$ cat src/rtl/cam_capture_ctrl_pkg.sv
// Shared definitions for the OV7670 capture controller.
// Holds the controller state encoding, the default frame geometry and the
// RGB565 -> RGB332 bit positions used by the byte packer.
package cam_capture_ctrl_pkg;

    typedef enum logic [1:0] {
        IDLE    = 2'd0,
        ARMED   = 2'd1,
        CAPTURE = 2'd2
    } state_t;

    localparam int DEF_WIDTH  = 176;
    localparam int DEF_HEIGHT = 144;
    localparam int DEF_ADDR_W = 15;

    // RGB565 arrives as two bytes: RRRRRGGG then GGGBBBBB.
    // RGB332 keeps R[4:2] and G[5:3] from the first byte, B[4:3] from the second.
    localparam int R_HI = 7;
    localparam int R_LO = 5;
    localparam int G_HI = 2;
    localparam int G_LO = 0;
    localparam int B_HI = 4;
    localparam int B_LO = 3;

endpackage

$ cat src/rtl/cam_byte_packer.sv
// Pairs camera bytes into RGB332 pixels.
// Ports:
//   clk, rst_n  - PCLK and asynchronous active-low reset
//   byte_en     - a camera byte is present on d this cycle
//   clear       - line end / capture start: drop any half pixel, back to phase 0
//   d           - camera data byte
//   phase       - 1 while holding the first byte of a pixel
//   pix_valid   - combinational: the second byte is on d now
//   pix_data    - combinational: packed RGB332 pixel, meaningful with pix_valid
module cam_byte_packer
    import cam_capture_ctrl_pkg::*;
(
    input  logic       clk,
    input  logic       rst_n,
    input  logic       byte_en,
    input  logic       clear,
    input  logic [7:0] d,
    output logic       phase,
    output logic       pix_valid,
    output logic [7:0] pix_data
);

    logic [5:0] pix_hi;

    always_ff @(posedge clk or negedge rst_n) begin
        if (!rst_n) begin
            phase  <= 1'b0;
            pix_hi <= 6'd0;
        end else if (clear) begin
            phase <= 1'b0;
        end else if (byte_en) begin
            if (!phase) begin
                pix_hi <= {d[R_HI:R_LO], d[G_HI:G_LO]};
                phase  <= 1'b1;
            end else begin
                phase <= 1'b0;
            end
        end
    end

    assign pix_valid = byte_en & phase;
    assign pix_data  = {pix_hi, d[B_HI:B_LO]};

endmodule

$ cat src/rtl/cam_capture_ctrl.sv
// OV7670 capture sequencer feeding the write port of the frame RAM.
// Frames VSYNC/HREF, packs RGB565 byte pairs to RGB332, generates the
// write address/strobe and reports frame status. Single PCLK domain.
// Ports:
//   CLK, RESET_N       - PCLK, asynchronous active-low reset
//   VSYNC, HREF, D     - camera sync and data
//   START              - one-cycle arm request (honoured only in IDLE)
//   CONTINUOUS         - re-arm after every frame while high
//   W_ADDR/W_DATA/W_EN - registered frame RAM write port
//   BUSY               - high in ARMED or CAPTURE
//   FRAME_DONE         - one-cycle pulse at the end of a captured frame
//   LINE_ERR           - sticky malformed-line flag, cleared by an accepted START
module cam_capture_ctrl
    import cam_capture_ctrl_pkg::*;
#(
    parameter int WIDTH  = DEF_WIDTH,
    parameter int HEIGHT = DEF_HEIGHT,
    parameter int ADDR_W = DEF_ADDR_W
) (
    input  logic              CLK,
    input  logic              RESET_N,
    input  logic              VSYNC,
    input  logic              HREF,
    input  logic [7:0]        D,
    input  logic              START,
    input  logic              CONTINUOUS,
    output logic [ADDR_W-1:0] W_ADDR,
    output logic [7:0]        W_DATA,
    output logic              W_EN,
    output logic              BUSY,
    output logic              FRAME_DONE,
    output logic              LINE_ERR
);

    localparam int XW = $clog2(WIDTH + 1);
    localparam int YW = $clog2(HEIGHT + 1);
    localparam logic [XW-1:0]     X_MAX     = XW'(WIDTH);
    localparam logic [YW-1:0]     Y_MAX     = YW'(HEIGHT);
    localparam logic [ADDR_W-1:0] LINE_STEP = ADDR_W'(WIDTH);

    state_t state;
    state_t state_next;

    logic              vsync_q;
    logic              href_q;
    logic [XW-1:0]     x;
    logic              x_over;     // a pixel arrived after the line was already full
    logic [YW-1:0]     y;
    logic [ADDR_W-1:0] line_base;  // y*WIDTH kept as a running sum

    logic vs_rise;
    logic vs_fall;
    logic href_fall;
    logic capturing;
    logic byte_en;
    logic line_end;
    logic frame_end;
    logic enter_capture;
    logic phase;
    logic pix_valid;
    logic [7:0] pix_data;

    assign vs_rise   = VSYNC & ~vsync_q;
    assign vs_fall   = ~VSYNC & vsync_q;
    assign href_fall = ~HREF & href_q;

    assign capturing     = (state == CAPTURE);
    assign byte_en       = capturing & HREF & ~VSYNC;
    // VSYNC rising while HREF is still high closes the line as well as the frame.
    assign line_end      = capturing & (href_fall | (vs_rise & HREF));
    assign frame_end     = capturing & vs_rise;
    assign enter_capture = (state == ARMED) & vs_fall;

    cam_byte_packer u_packer (
        .clk       (CLK),
        .rst_n     (RESET_N),
        .byte_en   (byte_en),
        .clear     (line_end | enter_capture),
        .d         (D),
        .phase     (phase),
        .pix_valid (pix_valid),
        .pix_data  (pix_data)
    );

    always_ff @(posedge CLK or negedge RESET_N) begin
        if (!RESET_N) begin
            state <= IDLE;
        end else begin
            state <= state_next;
        end
    end

    always_comb begin
        state_next = state;
        unique case (state)
            IDLE:    if (START)   state_next = ARMED;
            ARMED:   if (vs_fall) state_next = CAPTURE;
            CAPTURE: if (vs_rise) state_next = CONTINUOUS ? ARMED : IDLE;
            default: state_next = IDLE;
        endcase
    end

    always_ff @(posedge CLK or negedge RESET_N) begin
        if (!RESET_N) begin
            vsync_q    <= 1'b0;
            href_q     <= 1'b0;
            x          <= '0;
            x_over     <= 1'b0;
            y          <= '0;
            line_base  <= '0;
            W_ADDR     <= '0;
            W_DATA     <= 8'd0;
            W_EN       <= 1'b0;
            BUSY       <= 1'b0;
            FRAME_DONE <= 1'b0;
            LINE_ERR   <= 1'b0;
        end else begin
            vsync_q    <= VSYNC;
            href_q     <= HREF;
            BUSY       <= (state_next != IDLE);
            FRAME_DONE <= frame_end;
            W_EN       <= 1'b0;

            if (enter_capture) begin
                x         <= '0;
                x_over    <= 1'b0;
                y         <= '0;
                line_base <= '0;
            end else if (line_end) begin
                x      <= '0;
                x_over <= 1'b0;
                if (y < Y_MAX) begin
                    y         <= y + 1'b1;
                    line_base <= line_base + LINE_STEP;
                end
            end else if (pix_valid) begin
                W_DATA <= pix_data;
                W_ADDR <= line_base + ADDR_W'(x);
                W_EN   <= (x < X_MAX) && (y < Y_MAX);
                if (x < X_MAX) begin
                    x <= x + 1'b1;
                end else begin
                    x_over <= 1'b1;
                end
            end

            if ((state == IDLE) && START) begin
                LINE_ERR <= 1'b0;
            end else if (line_end && (phase || (x != X_MAX) || x_over)) begin
                LINE_ERR <= 1'b1;
            end
        end
    end

endmodule
$ cat config.mk
export PLATFORM = sky130hd
export DESIGN_NAME = cam_capture_ctrl
export DESIGN_NICKNAME = d
export VERILOG_FILES = /design/src/rtl/cam_capture_ctrl_pkg.sv /design/src/rtl/cam_byte_packer.sv /design/src/rtl/cam_capture_ctrl.sv
export SDC_FILE = /design/constraint.sdc
export NUM_CORES = 1
export LEC_CHECK = 0
export CORE_UTILIZATION = 53
export DETAILED_ROUTE_END_ITERATION = 7
export HOLD_SLACK_MARGIN = 0.06
export PLACE_DENSITY = 0.87
export SLEW_MARGIN = 20
export SYNTH_ARGS = -nofsm -noshare
export SYNTH_HDL_FRONTEND = slang
export SYNTH_HIERARCHICAL = 1
export SYNTH_SLANG_ARGS = --single-unit
$ cat constraint.sdc
create_clock -name CLK -period 3.1 [get_ports CLK]
set_input_delay 0.62 -clock CLK [delete_from_list [all_inputs] [get_ports CLK]]
set_output_delay 0.62 -clock CLK [all_outputs]
set_load 0.02 [all_outputs]
==> flow_summary.toml <==
[route]
routed_wirelength_microns = 6840
vias_per_cell = 5.82
wl_per_cell_microns = 15.5
drt-pass1-iter-count = 4
ant_nets = 0
drc = 0
via_count = 2572
drt_iter0_markers = 249

[placement]
dpl-instance-area_sq_mm = 0.00369
dp_hpwl_microns = 4770
port_buffers = 40
gp_congestion = 0.841
dp.cells = 426
place_ws_ns = 0.249

[clocking]
cts_sinks = 66
cts_inserted_buffers = 9
post-cts-setup-buffers = 0
hold_buffers = 0
cts_max_level = 3
clk_pin_slew_ns = 0.07
cts_buffer_depth = 2
cts-resized-gates = 0
root_buffer = "clkbuf_8"
clkLatencyLatePin_ns = 0.35
cts_tree = "built"

[finish]
fill_cells = 415
drive_above_1_share_pct = 10.3
n_antenna_cell = 0
final_core_util_pct = 68.6
stdcell_area_sq_mm = 0.00389
area_delta_synth_final_pct = 21.8
fin_nets = 387
finalNonFillerCells = 442

[timing]
timing.max_slew.rel_slack_pct = 52.1
period_share_pct = 81.9
finClkSkew_ns = 0.00826
setup_viol = 0
post-route-min-period_ns = 2.54
maxSlewViolCount = 0
worst_pin_slew_ns = 0.701
fmax_ghz = 0.394
hold_ws_ns = 0.315
final-hold-violation-count = 0
layout_setup_ws_ns = 0.560
rsz0062_at_grt = "false"
setup-tns-final_ns = 0

[logic_synthesis]
syn_inst = 321
yosysTopAreaCell = "dfrtp_1"
yosys_register_bits = 66
avgSynthCellArea_sq_um = 9.96
synthTopCellsByCount = "dfrtp_1, nand2_1, nor2_1"
netlist_area_sq_mm = 0.00320
ys_warn_count = 6
synth_edf_count = 0
synth_flop_cell = "dfrtp_1"
ys_types = 45
yosysMostFrequentCell = "dfrtp_1"
async_reset_ff_share_pct = 100
synth-seq-area-share_pct = 51.6
synth_fp_nets = 343
yosys.area.top_type_share_pct = 51.6
yosys-top-cells-area = "dfrtp_1, nand2_1, a21oi_1, ha_1, xnor2_1"

[power_and_ir_drop]
power_leakage_nw = 1.76
power.total_mw = 2.49
ir_drop_v = 0.000472
p_per_area_mw_per_mm2 = 640

[critical_path]
r2r_cells = 7
r2r-start = "state[0]$_DFF_PN0_"
r2r_slack_ns = 0.78
reg2reg_to = "W_ADDR[4]$_DFFE_PN0P_"
cp_max_fo = 11
cp_data_required_time_ns = 3.39
worst_setup_path_end_kind = "register"
crit_arrival_ns = 2.83
crit_path_start_kind = "primary input"
path_class = "in -> reg"

[grt]
grt_pass1_wl_microns = 11600
grt_max_degree = 37
antenna_found_initial = 0
grt_pass1_vias = 2477
grt-ovfl-total = 0
grt_usage_pct = 24.7

[floorplan]
start_util_pct = 56.3
core-area_sq_mm = 0.00568
die_h_microns = 79.7
die_area_sq_mm = 0.00635
io_pins = 41
rows = 27
die_x_microns = 79.7

[status]
status = "completed"

[worst_hold_path]
holdCritPathClass = "in -> async"

[flow_run]
maxCapViolCount = 0
## where the power goes
| group | total [mW] | leakage, nW | switching, mW | internal [mW] |
|---|---|---|---|---|
| registers | 1.15 | 0.896 | 0.136 | 1.01 |
| logic | 0.606 | 0.757 | 0.318 | 0.288 |
| clock network | 0.736 | 0.105 | 0.325 | 0.411 |
## sequential cells by signal, indices dropped and copies added (netlist names)
| signal | cells |
|---|---|
| BUSY | 1 |
| state | 2 |
| u_packer/phase | 1 |
| x_over | 1 |
| href_q | 1 |
| W_DATA | 8 |
| FRAME_DONE | 1 |
| x | 8 |
| W_EN | 1 |
| y | 8 |
| W_ADDR | 15 |
| LINE_ERR | 1 |
| vsync_q | 1 |
| u_packer/pix_hi | 6 |
| line_base | 11 |
## cells in the final DEF, fill, tap and decap left out, drive strengths merged, types with 6 or more instances in the layout
| cell type | n |
|---|---|
| ha | 8 |
| clkdlybuf4s50 | 39 |
| o21ai | 19 |
| clkbuf | 11 |
| mux2 | 6 |
| nand3 | 7 |
| dfrtp | 66 |
| a21oi | 20 |
| inv | 10 |
| nor2 | 25 |
| xnor2 | 11 |
| o31ai | 8 |
| nand2 | 53 |
| buf | 7 |
| o211ai | 7 |
## worst max-delay path, stage by stage
cell             delay, ns
clkdlybuf4s50_1       0.56
inv_1                 0.12
nor3_1                0.37
and2_2                0.34
o2111a_1              0.40
buf_4                 0.25
nand2_1               0.09
nand2_1               0.08
## per-layer routing
layer | part of all wire (%) | up-vias | global-route usage, %
met1 | 43 | 1257 | 32.2
met5 | 0 | - | 0
met3 | 5.4 | 12 | 5.26
met2 | 50 | 77 | 38.7
li1 | - | 1226 | -
met4 | 2.1 | 0 | 13.1
## worst max path at each step
| stage | from | end | depth (start not counted) |
|---|---|---|---|
| after floorplan | HREF | W_ADDR[2]$_DFFE_PN0P_ | 8 |
| after global placement | HREF | W_ADDR[4]$_DFFE_PN0P_ | 8 |
| after detailed placement | HREF | W_ADDR[4]$_DFFE_PN0P_ | 8 |
| after CTS | HREF | W_ADDR[4]$_DFFE_PN0P_ | 8 |
| after global routing | HREF | W_ADDR[4]$_DFFE_PN0P_ | 8 |
| final | HREF | W_ADDR[4]$_DFFE_PN0P_ | 8 |
## area by class of cell
type                       instances  area (sq um)  share of cell area, %
sequential                        66          1650                   42.4
multi-input combinational        232          1460                   37.5
timing repair buffer              46           453                   11.6
inverter                          10          37.5                  0.964
tap                               72          90.1                   2.31
clock inverter                     5          52.6                   1.35
clock buffer                      11           151                   3.89
## cell families after synthesis
group                      after synthesis  synth area share (%)
DFF                                     66                  51.6
AOI/OAI and AO/OA                       72                  14.6
adders and majority gates                8                  3.13
xor gates and xnor gates                16                  4.38
muxes                                   11                  3.68
buffers and inverters                   23                  2.93
and+or+nand+nor                        125                  19.6
Power figures use the tool's default switching activity.
